### src/rtl/uart_fifo_core.sv
// UART with shared baud divider, oversampled RX, TX/RX FIFOs, error flags.
// Optional parity bit in both directions when UART_PARITY_EN is defined.
module uart_fifo #(
   parameter int W     = 8,
   parameter int DEPTH = 4
) (
   input  logic         clk,
   input  logic         reset,
   input  logic         wr,
   input  logic [W-1:0] din,
   input  logic         rd,
   output logic [W-1:0] dout,
   output logic         full,
   output logic         empty
);
   localparam int AW = $clog2(DEPTH);
   localparam int CW = AW + 1;
   localparam logic [AW:0] FULL_CNT = DEPTH[AW:0];

   logic [W-1:0]  mem [DEPTH];
   logic [AW-1:0] wp;
   logic [AW-1:0] rp;
   logic [AW:0]   cnt;
   logic          do_wr;
   logic          do_rd;

   assign empty = (cnt == '0);
   assign full  = (cnt == FULL_CNT);
   assign do_rd = rd && !empty;
   // a full FIFO still accepts a write when the head leaves the same cycle
   assign do_wr = wr && (!full || do_rd);
   assign dout  = mem[rp];

   always_ff @(posedge clk) begin
      if (do_wr) mem[wp] <= din;
   end

   always_ff @(posedge clk or posedge reset) begin
      if (reset) begin
         wp  <= '0;
         rp  <= '0;
         cnt <= '0;
      end else begin
         if (do_wr) wp <= wp + AW'(1);
         if (do_rd) rp <= rp + AW'(1);
         unique case ({do_wr, do_rd})
            2'b10:   cnt <= cnt + CW'(1);
            2'b01:   cnt <= cnt - CW'(1);
            default: cnt <= cnt;
         endcase
      end
   end
endmodule

module uart_fifo_core #(
   parameter int DATA_W     = 8,
   parameter int OSR        = 16,
   parameter int CLK_DIV    = 27,
   parameter int FIFO_DEPTH = 4,
   parameter int STOP_BITS  = 1
) (
   input  logic              clk,
   input  logic              reset,
   input  logic              tx_wr,
   input  logic [DATA_W-1:0] tx_data,
   output logic              tx_full,
   output logic              tx_out,
   output logic              tx_busy,
   input  logic              rx_in,
   input  logic              rx_rd,
   output logic [DATA_W-1:0] rx_data,
   output logic              rx_empty,
   output logic              rx_frame_err,
   output logic              rx_overrun,
`ifdef UART_PARITY_EN
   input  logic              parity_odd,
   output logic              rx_parity_err,
`endif
   input  logic              err_clr
);
   localparam int TW = $clog2(OSR);
   localparam int BW = $clog2(DATA_W);
   localparam int DW = (CLK_DIV > 1) ? $clog2(CLK_DIV) : 1;
   localparam logic [TW-1:0] T_LAST   = TW'(OSR - 1);
   localparam logic [TW-1:0] T_HALF   = TW'(OSR / 2 - 1);
   localparam logic [BW-1:0] D_LAST   = BW'(DATA_W - 1);
   localparam logic [BW-1:0] S_LAST   = BW'(STOP_BITS - 1);
   localparam logic [DW-1:0] DIV_LAST = DW'(CLK_DIV - 1);

   typedef enum logic [2:0] {
      ST_IDLE,
      ST_START,
      ST_DATA,
      ST_PAR,
      ST_STOP
   } st_t;

   logic [DW-1:0] div_cnt;
   logic          tick;

   assign tick = (div_cnt == DIV_LAST);

   always_ff @(posedge clk or posedge reset) begin
      if (reset) div_cnt <= '0;
      else       div_cnt <= tick ? '0 : div_cnt + DW'(1);
   end

   logic [DATA_W-1:0] tx_head;
   logic              tx_empty;
   logic              tx_pop;
   st_t               tx_st;
   logic [TW-1:0]     tx_tc;
   logic [BW-1:0]     tx_bc;
   logic [DATA_W-1:0] tx_sh;
   logic              tx_end;
`ifdef UART_PARITY_EN
   logic              tx_par;
`endif

   uart_fifo #(.W(DATA_W), .DEPTH(FIFO_DEPTH)) u_tx_fifo (
      .clk   (clk),
      .reset (reset),
      .wr    (tx_wr),
      .din   (tx_data),
      .rd    (tx_pop),
      .dout  (tx_head),
      .full  (tx_full),
      .empty (tx_empty)
   );

   assign tx_end  = (tx_tc == T_LAST);
   assign tx_busy = (tx_st != ST_IDLE) || !tx_empty;
   // load from IDLE, or straight out of the last stop bit for back-to-back
   assign tx_pop  = tick && !tx_empty &&
                    ((tx_st == ST_IDLE) ||
                     (tx_st == ST_STOP && tx_end && tx_bc == S_LAST));

   always_ff @(posedge clk or posedge reset) begin
      if (reset) begin
         tx_st  <= ST_IDLE;
         tx_out <= 1'b1;
         tx_tc  <= '0;
         tx_bc  <= '0;
         tx_sh  <= '0;
`ifdef UART_PARITY_EN
         tx_par <= 1'b0;
`endif
      end else if (tick) begin
         if (tx_st != ST_IDLE) tx_tc <= tx_end ? '0 : tx_tc + TW'(1);
         unique case (tx_st)
            ST_IDLE: begin
               if (tx_pop) tx_st <= ST_START;
            end
            ST_START: begin
               if (tx_end) begin
                  tx_st  <= ST_DATA;
                  tx_out <= tx_sh[0];
                  tx_bc  <= '0;
               end
            end
            ST_DATA: begin
               if (tx_end) begin
                  if (tx_bc == D_LAST) begin
`ifdef UART_PARITY_EN
                     tx_st  <= ST_PAR;
                     tx_out <= tx_par;
`else
                     tx_st  <= ST_STOP;
                     tx_out <= 1'b1;
`endif
                     tx_bc  <= '0;
                  end else begin
                     tx_sh  <= tx_sh >> 1;
                     tx_out <= tx_sh[1];
                     tx_bc  <= tx_bc + BW'(1);
                  end
               end
            end
            ST_PAR: begin
               if (tx_end) begin
                  tx_st  <= ST_STOP;
                  tx_out <= 1'b1;
               end
            end
            ST_STOP: begin
               if (tx_end) begin
                  if (tx_bc == S_LAST)
                     tx_st <= tx_pop ? ST_START : ST_IDLE;
                  else
                     tx_bc <= tx_bc + BW'(1);
               end
            end
            default: tx_st <= ST_IDLE;
         endcase
         if (tx_pop) begin
            tx_sh  <= tx_head;
            tx_out <= 1'b0;
`ifdef UART_PARITY_EN
            tx_par <= (^tx_head) ^ parity_odd;
`endif
         end
      end
   end

   logic              rx_s1;
   logic              rx_s2;
   st_t               rx_st;
   logic [TW-1:0]     rx_tc;
   logic [BW-1:0]     rx_bc;
   logic [DATA_W-1:0] rx_sh;
   logic              rx_end;
   logic              rx_stop_smp;
   logic              rx_push;
   logic              rx_full;
   logic [DATA_W-1:0] rx_head;
   logic              set_fe;
   logic              set_ovr;
`ifdef UART_PARITY_EN
   logic              set_pe;
`endif

   assign rx_end      = (rx_tc == T_LAST);
   assign rx_stop_smp = tick && (rx_st == ST_STOP) && rx_end;
   assign rx_push     = rx_stop_smp && rx_s2;
   assign set_fe      = rx_stop_smp && !rx_s2;
   assign set_ovr     = rx_push && rx_full && !rx_rd;
`ifdef UART_PARITY_EN
   assign set_pe      = tick && (rx_st == ST_PAR) && rx_end &&
                        (rx_s2 != ((^rx_sh) ^ parity_odd));
`endif

   uart_fifo #(.W(DATA_W), .DEPTH(FIFO_DEPTH)) u_rx_fifo (
      .clk   (clk),
      .reset (reset),
      .wr    (rx_push),
      .din   (rx_sh),
      .rd    (rx_rd),
      .dout  (rx_head),
      .full  (rx_full),
      .empty (rx_empty)
   );

   assign rx_data = rx_empty ? '0 : rx_head;

   always_ff @(posedge clk or posedge reset) begin
      if (reset) begin
         rx_s1 <= 1'b1;
         rx_s2 <= 1'b1;
         rx_st <= ST_IDLE;
         rx_tc <= '0;
         rx_bc <= '0;
         rx_sh <= '0;
      end else begin
         rx_s1 <= rx_in;
         rx_s2 <= rx_s1;
         if (tick) begin
            unique case (rx_st)
               ST_IDLE: begin
                  if (!rx_s2) begin
                     rx_st <= ST_START;
                     rx_tc <= '0;
                  end
               end
               ST_START: begin
                  if (rx_tc == T_HALF) begin
                     rx_tc <= '0;
                     rx_bc <= '0;
                     rx_st <= rx_s2 ? ST_IDLE : ST_DATA;
                  end else begin
                     rx_tc <= rx_tc + TW'(1);
                  end
               end
               ST_DATA: begin
                  if (rx_end) begin
                     rx_tc <= '0;
                     rx_sh <= {rx_s2, rx_sh[DATA_W-1:1]};
                     if (rx_bc == D_LAST)
`ifdef UART_PARITY_EN
                        rx_st <= ST_PAR;
`else
                        rx_st <= ST_STOP;
`endif
                     else
                        rx_bc <= rx_bc + BW'(1);
                  end else begin
                     rx_tc <= rx_tc + TW'(1);
                  end
               end
               ST_PAR: begin
                  if (rx_end) begin
                     rx_tc <= '0;
                     rx_st <= ST_STOP;
                  end else begin
                     rx_tc <= rx_tc + TW'(1);
                  end
               end
               ST_STOP: begin
                  // leave at mid stop bit so the next start edge is caught
                  if (rx_end) begin
                     rx_tc <= '0;
                     rx_st <= ST_IDLE;
                  end else begin
                     rx_tc <= rx_tc + TW'(1);
                  end
               end
               default: rx_st <= ST_IDLE;
            endcase
         end
      end
   end

   always_ff @(posedge clk or posedge reset) begin
      if (reset) begin
         rx_frame_err  <= 1'b0;
         rx_overrun    <= 1'b0;
`ifdef UART_PARITY_EN
         rx_parity_err <= 1'b0;
`endif
      end else if (err_clr) begin
         rx_frame_err  <= 1'b0;
         rx_overrun    <= 1'b0;
`ifdef UART_PARITY_EN
         rx_parity_err <= 1'b0;
`endif
      end else begin
         if (set_fe)  rx_frame_err  <= 1'b1;
         if (set_ovr) rx_overrun    <= 1'b1;
`ifdef UART_PARITY_EN
         if (set_pe)  rx_parity_err <= 1'b1;
`endif
      end
   end
endmodule
### config.mk
export PLATFORM = sky130hd
export DESIGN_NAME = uart_fifo_core
export DESIGN_NICKNAME = d
export VERILOG_FILES = /design/src/rtl/uart_fifo_core.sv
export SDC_FILE = /design/constraint.sdc
export NUM_CORES = 1
export LEC_CHECK = 0
export CAP_MARGIN = 10
export CORE_MARGIN = 2
export CORE_UTILIZATION = 53
export CTS_CLUSTER_DIAMETER = 150
export DETAILED_ROUTE_END_ITERATION = 10
export PLACE_DENSITY = 0.72
export SLEW_MARGIN = 40
export SYNTH_ARGS = -nofsm -noshare
export SYNTH_HDL_FRONTEND = slang
export SYNTH_SLANG_ARGS = --single-unit
### constraint.sdc
create_clock -name clk -period 7.19 [get_ports clk]
set_clock_uncertainty 0.2 [all_clocks]
set_input_delay 1.438 -clock clk [delete_from_list [all_inputs] [get_ports clk]]
set_output_delay 1.438 -clock clk [all_outputs]
set_load 0.1 [all_outputs]
==> metrics.sh, run 1 <==
CELL_AREA_AFTER_SYNTHESIS_MM2=0.00575
WL_PER_CELL_UM=15.7
POWER.LEAKAGE_nW=2.76
NUMBER_OF_ENABLE_FLIP_FLOP_CELLS_AFTER_SYNTHESIS=64
DRT_PASS1_ITERATIONS=4
TRITONCTS='yes'
SYNTH_SEQUENTIAL_AREA_RATIO_PCT=59.6
FINALWEIGHTEDCONGESTION=0.786
DRCVIOLATIONCOUNT=0
TIMING.CRITICAL_PATH.ARRIVAL_NS=2.21
FINAL-MAX-SLEW-VIOLATION-COUNT=0
CLKTRANSATPATHREGS_NS=0.07
DEEPEST_CLOCK_PATH_BUFFER_COUNT=2
SYNTHESIS.AREA_PER_INSTANCE_UM2=13.6
CTS_ROOT_BUFFER_TYPE='sky130_fd_sc_hd__clkbuf_8'
FINAL_HOLD_VIOL_COUNT=0
CRIT_REQUIRED_NS=5.55
GROUTE.USAGE.OVERALL_PCT=18.2
CPPEAKSTAGEDELAY_NS=0.69
ACHIEVABLE-FREQUENCY_MHz=260
FIN_SETUP_TNS_NS=0
FIRST_ITER_VIOLATIONS=119
DIE_AREA_MM2=0.0117
RSZ0062_AT_GRT='false'
WORSTSKEWPAIRLATENCY_NS=0.52
SYNTH.CELLS.MOST_FREQUENT='64 x sky130_fd_sc_hd__edfxtp_1, 57 x sky130_fd_sc_hd__dfrtp_1, 30 x sky130_fd_sc_hd__nor2_1'
POST-CTS-SETUP-BUFFERS=0
GRT_FIRST_PASS_WIRELENGTH_UM=16200
DPL.HPWL_UM=6200
FINALWIRELENGTH_UM=9500
CTS-HTREE-LEVELS=4
MAX-VDD-IR-DROP_mV=0.174
TIMING.FINAL.CRIT_PERIOD_NS=3.85
SYNTHESIS.NETS=455
YOSYS-TOP-CELLS-AREA='sky130_fd_sc_hd__edfxtp_1 33%, sky130_fd_sc_hd__dfrtp_1 25%, sky130_fd_sc_hd__mux4_2 6.3%'
ANTENNA_CELLS_INSERTED=0
NETLIST.AREA_LEADER.SHARE_PCT=33.4
SYNTH.LIB_CELLS_USED.DISTINCT=64
CELL_COUNT_AFTER_SYNTHESIS=422
TIMING.CRITICAL_PATH.CELLS='mux4_2, nor2b_1, buf_2'
IO_PINS=28
CTS_INSERTED_BUFFERS=17
DPL_WORST_SLACK_NS=3.31
SYNTH_SEQ_CELLS=124
PORT-BUFFER-COUNT=27
FINAL.HOLD.WORST_SLACK_NS=0.156
CTS_RESIZES=0
MIN_PERIOD_OVER_PERIOD_PCT=53.5
FINAL-SETUP-VIOL-COUNT=0
GRT_ANTENNA_BEFORE_REPAIR=0
CRITICAL_PATH.ENDPOINT_TYPE='output pin'
CRIT_PATH_TOP_DELAY_CELL='sky130_fd_sc_hd__dfrtp_1'
DIE_WIDTH_UM=108
OUTCOME='finished, final reports clean'
POSTLAYOUTSETUPSLACKWORST_NS=3.34
POST_ROUTE_CELLS_DRIVE_ABOVE_1_SHARE_PCT=22.2
DIEHEIGHT_UM=108
YOSYSWARNINGCOUNT=0
SYNTH.LARGEST_AREA_CELL='sky130_fd_sc_hd__edfxtp_1'
TIMING.SETUP.CRITICAL_PATH_CLASS='flip-flop to output pin'
NUMBER_OF_GLOBAL_ROUTE_VIAS_BEFORE_REPAIR=3407
DRT-VIAS-PER-INSTANCE=5.48
CRIT_PATH_MAX_FANOUT=10
STARTPOINT_TYPE='flip-flop'
NUM_VIAS=3314
PWR_DENSITY_CELL_mW_PER_MM2=318
GRT_MAX_DEGREE=61
GRT_OVERFLOW_TOTAL=0
INITIAL_UTILIZATION_PCT=53.8
SYNTHMOSTINSTANTIATEDCELL='sky130_fd_sc_hd__edfxtp_1'
TIMING_WORST_SLEW_PIN_VALUE_NS=0.633
POSTSYNTH.TOPFLOPCELL='sky130_fd_sc_hd__edfxtp_1'
TIMING.HOLD.WORST.CLASS='flip-flop to flip-flop'
ANT_NETS=0
FIN_NETS=485
SLEW_HEADROOM_PCT=57.6
ASYNC_FLOP_SHARE_PCT=48.4
AREA.GROWTH.SYNTH_TO_FINAL_PCT=15.4
COREAREA_MM2=0.0107
CTS.SINKS=124
PLACEMENTROWS=38
CTSHOLDBUFFERS=0
FILLER_CELL_COUNT=819
MAX-CAP-VIOLATIONS=0
## kinds of logic (layout without fill, tap and decap cells)
kind of cell | Yosys count | in the layout | share of synthesized area, %
and+or+nand+nor | 129 | 129 | 13.2
DFF | 124 | 124 | 59.6
AOI/OAI and AO/OA | 53 | 53 | 6.00
muxes | 46 | 46 | 11.8
buffers and inverters | 37 | 80 | 2.89
adders and majority gates | 19 | 19 | 4.39
xor gates and xnor gates | 14 | 14 | 2.13
## stage by stage
| stage | utilization (%) | std cells | total power, mW | area, µm² |
|---|---|---|---|---|
| floorplan | - | 422 | 1.21 | 5750 |
| global placement | 57.2 | 573 | 1.28 | 6120 |
| detailed placement | 56.5 | 573 | 1.29 | 6050 |
| CTS | 62.0 | 605 | 2.14 | 6630 |
| global route | 62.0 | 605 | 2.21 | 6640 |
| finish | 62.0 | 605 | 2.11 | 6640 |
## final cells by class
cell class | instances | area (µm²) | area share [%]
inverter | 19 | 71.3 | 1.07
clock inverter | 15 | 171 | 2.58
clock buffer | 17 | 414 | 6.24
timing repair buffer | 29 | 219 | 3.30
tap | 140 | 175 | 2.64
sequential | 124 | 3430 | 51.6
multi-input combinational | 261 | 2160 | 32.5
## worst max-delay path, delay by kind of cell (launching register included)
kind / cells / cell delay [ns]
flops: 1 / 0.69
mux: 1 / 0.57
buf+inv: 1 / 0.29
simple gates: 1 / 0.14
## sequential cells by signal (all words and copies together) (netlist names), 2 cells and up
signal	count
u_rx_fifo.mem	32
u_tx_fifo.mem	32
rx_sh	8
tx_sh	8
div_cnt	5
rx_tc	4
tx_tc	4
rx_bc	3
rx_st	3
tx_bc	3
tx_st	3
u_rx_fifo.cnt	3
u_tx_fifo.cnt	3
u_rx_fifo.rp	2
u_rx_fifo.wp	2
u_tx_fifo.rp	2
u_tx_fifo.wp	2
## placed cells by master (no fill, tap or decap), types with 3 or more instances in the layout
| master | count |
|---|---|
| sky130_fd_sc_hd__buf_2 | 14 |
| sky130_fd_sc_hd__nor3_1 | 4 |
| sky130_fd_sc_hd__ha_1 | 17 |
| sky130_fd_sc_hd__clkbuf_16 | 16 |
| sky130_fd_sc_hd__dfrtp_1 | 57 |
| sky130_fd_sc_hd__nand3_1 | 8 |
| sky130_fd_sc_hd__dfstp_2 | 3 |
| sky130_fd_sc_hd__edfxtp_1 | 64 |
| sky130_fd_sc_hd__o21ai_0 | 14 |
| sky130_fd_sc_hd__xnor2_1 | 12 |
| sky130_fd_sc_hd__and3_1 | 3 |
| sky130_fd_sc_hd__clkdlybuf4s50_1 | 13 |
| sky130_fd_sc_hd__mux2_2 | 16 |
| sky130_fd_sc_hd__nand2b_1 | 7 |
| sky130_fd_sc_hd__mux2i_1 | 14 |
| sky130_fd_sc_hd__nand4_1 | 3 |
| sky130_fd_sc_hd__nor3b_1 | 3 |
| sky130_fd_sc_hd__or3_4 | 3 |
| sky130_fd_sc_hd__inv_8 | 5 |
| sky130_fd_sc_hd__mux4_2 | 16 |
| sky130_fd_sc_hd__nor2_1 | 30 |
| sky130_fd_sc_hd__inv_6 | 6 |
| sky130_fd_sc_hd__nor2b_1 | 13 |
| sky130_fd_sc_hd__and2_1 | 9 |
| sky130_fd_sc_hd__nand2_1 | 24 |
| sky130_fd_sc_hd__a21oi_1 | 16 |
| sky130_fd_sc_hd__inv_1 | 18 |
## report_power, final
| part | switching [mW] | leakage, nW | total, mW | internal [mW] |
|---|---|---|---|---|
| Combinational | 0.178 | 1.05 | 0.334 | 0.156 |
| Clock | 0.361 | 0.287 | 0.840 | 0.480 |
| Sequential | 0.0964 | 1.42 | 0.938 | 0.842 |
## per-layer routing
metal	wire [µm]	vias to the layer above	track usage, %	share of wire, %
li1	-	1600	-	-
met1	4390	1649	23.3	46
met2	4700	54	29.8	49
met3	298	11	4.52	3.1
met4	123	0	7.60	1.3
met5	0	-	0	0
## final timing paths
| check | from | endpoint | slack (ns) | cells after the start |
|---|---|---|---|---|
| min reg2reg | rx_s1 | rx_s2 | 0.16 | 0 |
| min in group asynchronous | reset | u_tx_fifo.cnt[2] | 1.17 | 3 |
| min | rx_s1 | rx_s2 | 0.16 | 0 |
| max | u_rx_fifo.rp[0] | rx_data[6] | 3.34 | 3 |
| max in group asynchronous | reset | div_cnt[0] | 5.24 | 3 |
| max reg2reg | div_cnt[0] | u_tx_fifo.cnt[2] | 4.09 | 9 |
Power figures use the tool's default switching activity.
==> inputs of run 2 (changes only) <==
PLACE_DENSITY = 0.74   (was 0.72)
clock period = 3.1 ns   (was 7.19 ns; I/O delays follow)
==> run 2 against run 1 <==
  * Die area is the same
  * Power increased by 130%
  * Sequential share of layout area decreased by 0.95 points
  * Cell count is 0.66% higher
  * Via count increased by 1.1%
  * Non-clock buffer count up 4
  * Flip-flop and latch count is the same
  * Register-to-register slack lost 3.8 ns
  * First-iteration DRC count is 18% higher
  * Final area rose by 1.9%
  * Critical path depth unchanged
==> metrics.sh, run 2 (synthesis results as in run 1) <==
PLACEDCELLCOUNT=577  # +0.70%
ACHIEVABLE-FREQUENCY_MHz=354
DIE_WIDTH_UM=108  # unchanged
CPPEAKSTAGEDELAY_NS=0.55  # -0.14 ns
MOST_COMMON_CELL_AFTER_LAYOUT_FILL_AND_TAPS_ASIDE='sky130_fd_sc_hd__edfxtp_1'
FINALWIRELENGTH_UM=9530  # +0.25%
POST_ROUTE_CELLS_DRIVE_ABOVE_1_SHARE_PCT=22.4  # +0.24 points
DRT-VIAS-PER-INSTANCE=5.50  # +0.39%
TRITONCTS='yes'
MAX-CAP-VIOLATIONS=0  # unchanged
NUM_VIAS=3349  # +1.1%
LAYOUT.CELLS.NON_FILLER=609  # +0.66%
ANT_NETS=0  # unchanged
PWR_DENSITY_CELL_mW_PER_MM2=715  # +120%
PLACEMENTROWS=38  # unchanged
POST-CTS-SETUP-BUFFERS=0  # unchanged
TIMING.SETUP.CRITICAL_PATH_CLASS='flip-flop to output pin'
DEEPEST_CLOCK_PATH_BUFFER_COUNT=2  # unchanged
TIMING_WORST_SLEW_PIN_VALUE_NS=0.581  # -0.0519 ns
FINAL.HOLD.WORST_SLACK_NS=0.154  # -0.00238 ns
CTS_ROOT_BUFFER_TYPE='sky130_fd_sc_hd__clkbuf_8'
GRT_ANTENNA_BEFORE_REPAIR=0  # unchanged
TIMING.CRITICAL_PATH.CELLS='mux4_2, nor2b_1, buf_4'
DIEHEIGHT_UM=108  # unchanged
CTS-HTREE-LEVELS=4  # unchanged
CRITICAL_PATH.ENDPOINT_TYPE='output pin'
PATH_DELAY_FAMILY='flip-flops'
CRIT_PATH_TOP_DELAY_CELL='sky130_fd_sc_hd__dfrtp_2'
GROUTE.USAGE.OVERALL_PCT=18.3  # +0.14 points
SLEW_HEADROOM_PCT=61.3  # +3.7 points
TIMING.HOLD.WORST.CLASS='flip-flop to flip-flop'
POWER.LEAKAGE_nW=2.78  # +0.69%
TIMING.CRITICAL_PATH.ARRIVAL_NS=2.00  # -0.21 ns
DIE_AREA_MM2=0.0117  # unchanged
CTS.SINKS=124  # unchanged
RSZ0062_AT_GRT='false'
OUTCOME='finished, final reports clean'
LARGEST_REGISTERS='u_rx_fifo.mem (32), u_tx_fifo.mem (32)'
DRCVIOLATIONCOUNT=0  # unchanged
WORST-PATH-BUF-INV=1  # unchanged
MOST-COMMON-LAYOUT-CELLS='64 x sky130_fd_sc_hd__edfxtp_1, 56 x sky130_fd_sc_hd__dfrtp_1, 30 x sky130_fd_sc_hd__nor2_1'
GRT_MAX_DEGREE=61  # unchanged
FINALWEIGHTEDCONGESTION=0.827  # +5.2%
NUMBER_OF_GLOBAL_ROUTE_VIAS_BEFORE_REPAIR=3403  # -0.12%
ANTENNA_CELLS_INSERTED=0  # unchanged
CTS_INSERTED_BUFFERS=17  # unchanged
FINAL-MAX-SLEW-VIOLATION-COUNT=0  # unchanged
CRIT_REQUIRED_NS=2.28  # -3.27 ns
FIN_NETS=489  # +0.82%
COREAREA_MM2=0.0107  # unchanged
MIN_PERIOD_OVER_PERIOD_PCT=91.0
PORT-BUFFER-COUNT=27  # unchanged
MAX-VDD-IR-DROP_mV=0.509  # +190%
FINAL_HOLD_VIOL_COUNT=0  # unchanged
FIRST_ITER_VIOLATIONS=140  # +18%
WORSTSETUPSTARTPOINT='u_rx_fifo.rp[0]'
STARTPOINT_TYPE='flip-flop'
INITIAL_UTILIZATION_PCT=53.8  # unchanged
AREA.GROWTH.SYNTH_TO_FINAL_PCT=17.6
WORSTSKEWPAIRLATENCY_NS=0.52  # about the same
IO_PINS=28  # unchanged
GRT_OVERFLOW_TOTAL=0  # unchanged
GRT_FIRST_PASS_WIRELENGTH_UM=16300  # +0.47%
REG2REG_FROM='tx_tc[0]'
DRT_PASS1_ITERATIONS=4  # unchanged
WL_PER_CELL_UM=15.6  # -0.41%
TIMING.FINAL.CRIT_PERIOD_NS=2.82
CRIT_PATH_MAX_FANOUT=9  # -1
MIN-DELAY-START='rx_s1'
DPL.HPWL_UM=6210  # +0.13%
CLKTRANSATPATHREGS_NS=0.06  # about the same
FINAL-SETUP-VIOL-COUNT=0  # unchanged
-- run 2: changes by cell type in the layout (fill, tap and decap cells not counted), moves of 2 or more --
cell,delta
sky130_fd_sc_hd__buf_2,-14
sky130_fd_sc_hd__buf_4,+12
sky130_fd_sc_hd__buf_12,+7
sky130_fd_sc_hd__inv_8,-5
sky130_fd_sc_hd__clkinv_1,+3
sky130_fd_sc_hd__inv_6,-3
sky130_fd_sc_hd__clkinv_2,+2
sky130_fd_sc_hd__clkinvlp_4,+2
-- run 2: routing by layer --
metal  global-route usage (%)  up-vias  part of all wire (%)
met5                        0        -                     0
met4                     8.70        0                   1.3
met3                     4.88       11                   3.7
met2                     29.4       63                    51
met1                     23.3     1667                    44
li1                         -     1608                     -
-- run 2: cell type report --
| cell class | instances | area (µm²) |
|---|---|---|
| multi-input cells | 261 | 2160 |
| clock buffers | 17 | 414 |
| well taps | 140 | 175 |
| fillers | 826 | 3940 |
| clock inverters | 15 | 148 |
| inverters | 19 | 71.3 |
| flip-flops and latches | 124 | 3430 |
| repair buffers | 33 | 368 |
-- run 2: worst reg2reg max path, stage by stage (launching register included) --
cell and delay [ns]:
sky130_fd_sc_hd__dfrtp_1 0.40, sky130_fd_sc_hd__ha_1 0.26, sky130_fd_sc_hd__nand3_4 0.14, sky130_fd_sc_hd__o21a_4 0.27
sky130_fd_sc_hd__or3_4 0.38, sky130_fd_sc_hd__fa_1 0.41, sky130_fd_sc_hd__nor2b_1 0.17, sky130_fd_sc_hd__o21ai_0 0.14
sky130_fd_sc_hd__a311o_1 0.33
-- run 2: worst paths after layout --
kind | to | slack (ns) | cells past startpoint
setup / recovery | rx_data[4] | 0.28 | 3
max in group asynchronous | tx_out | 2.11 | 3
hold / removal | rx_s2 | 0.15 | 0
hold reg to reg | rx_s2 | 0.15 | 0
setup reg to reg | u_tx_fifo.cnt[2] | 0.29 | 8
min in group asynchronous | tx_bc[2] | 0.28 | 3
-- run 2: what timing repair did --
| item | in CTS | in global routing |
|---|---|---|
| hold buffers | 0 | 0 |
| endpoints found under the setup margin | 0 | 1 |
| resized for setup | 0 | 1 |
| endpoints found under the hold margin | 0 | 0 |
-- run 2: per-stage QoR --
step / instance area (µm²) / util [%] / power [mW] / TNS (ns) / setup slack, ns
after floorplan: 5750 / - / 2.81 / -2.66 / -0.333
after global placement: 6200 / 58.0 / 2.99 / 0 / 0.368
after detailed placement: 6200 / 58.0 / 3.02 / 0 / 0.294
after CTS: 6760 / 63.2 / 4.89 / 0 / 0.0606
after global routing: 6760 / 63.2 / 5.07 / 0 / 0.176
final: 6760 / 63.2 / 4.84 / 0 / 0.278
-- run 2: where the power goes --
group          internal [mW]  switching (mW)
clock                   1.14           0.711
sequential              1.96           0.221
combinational          0.391           0.419
total                   3.48            1.35
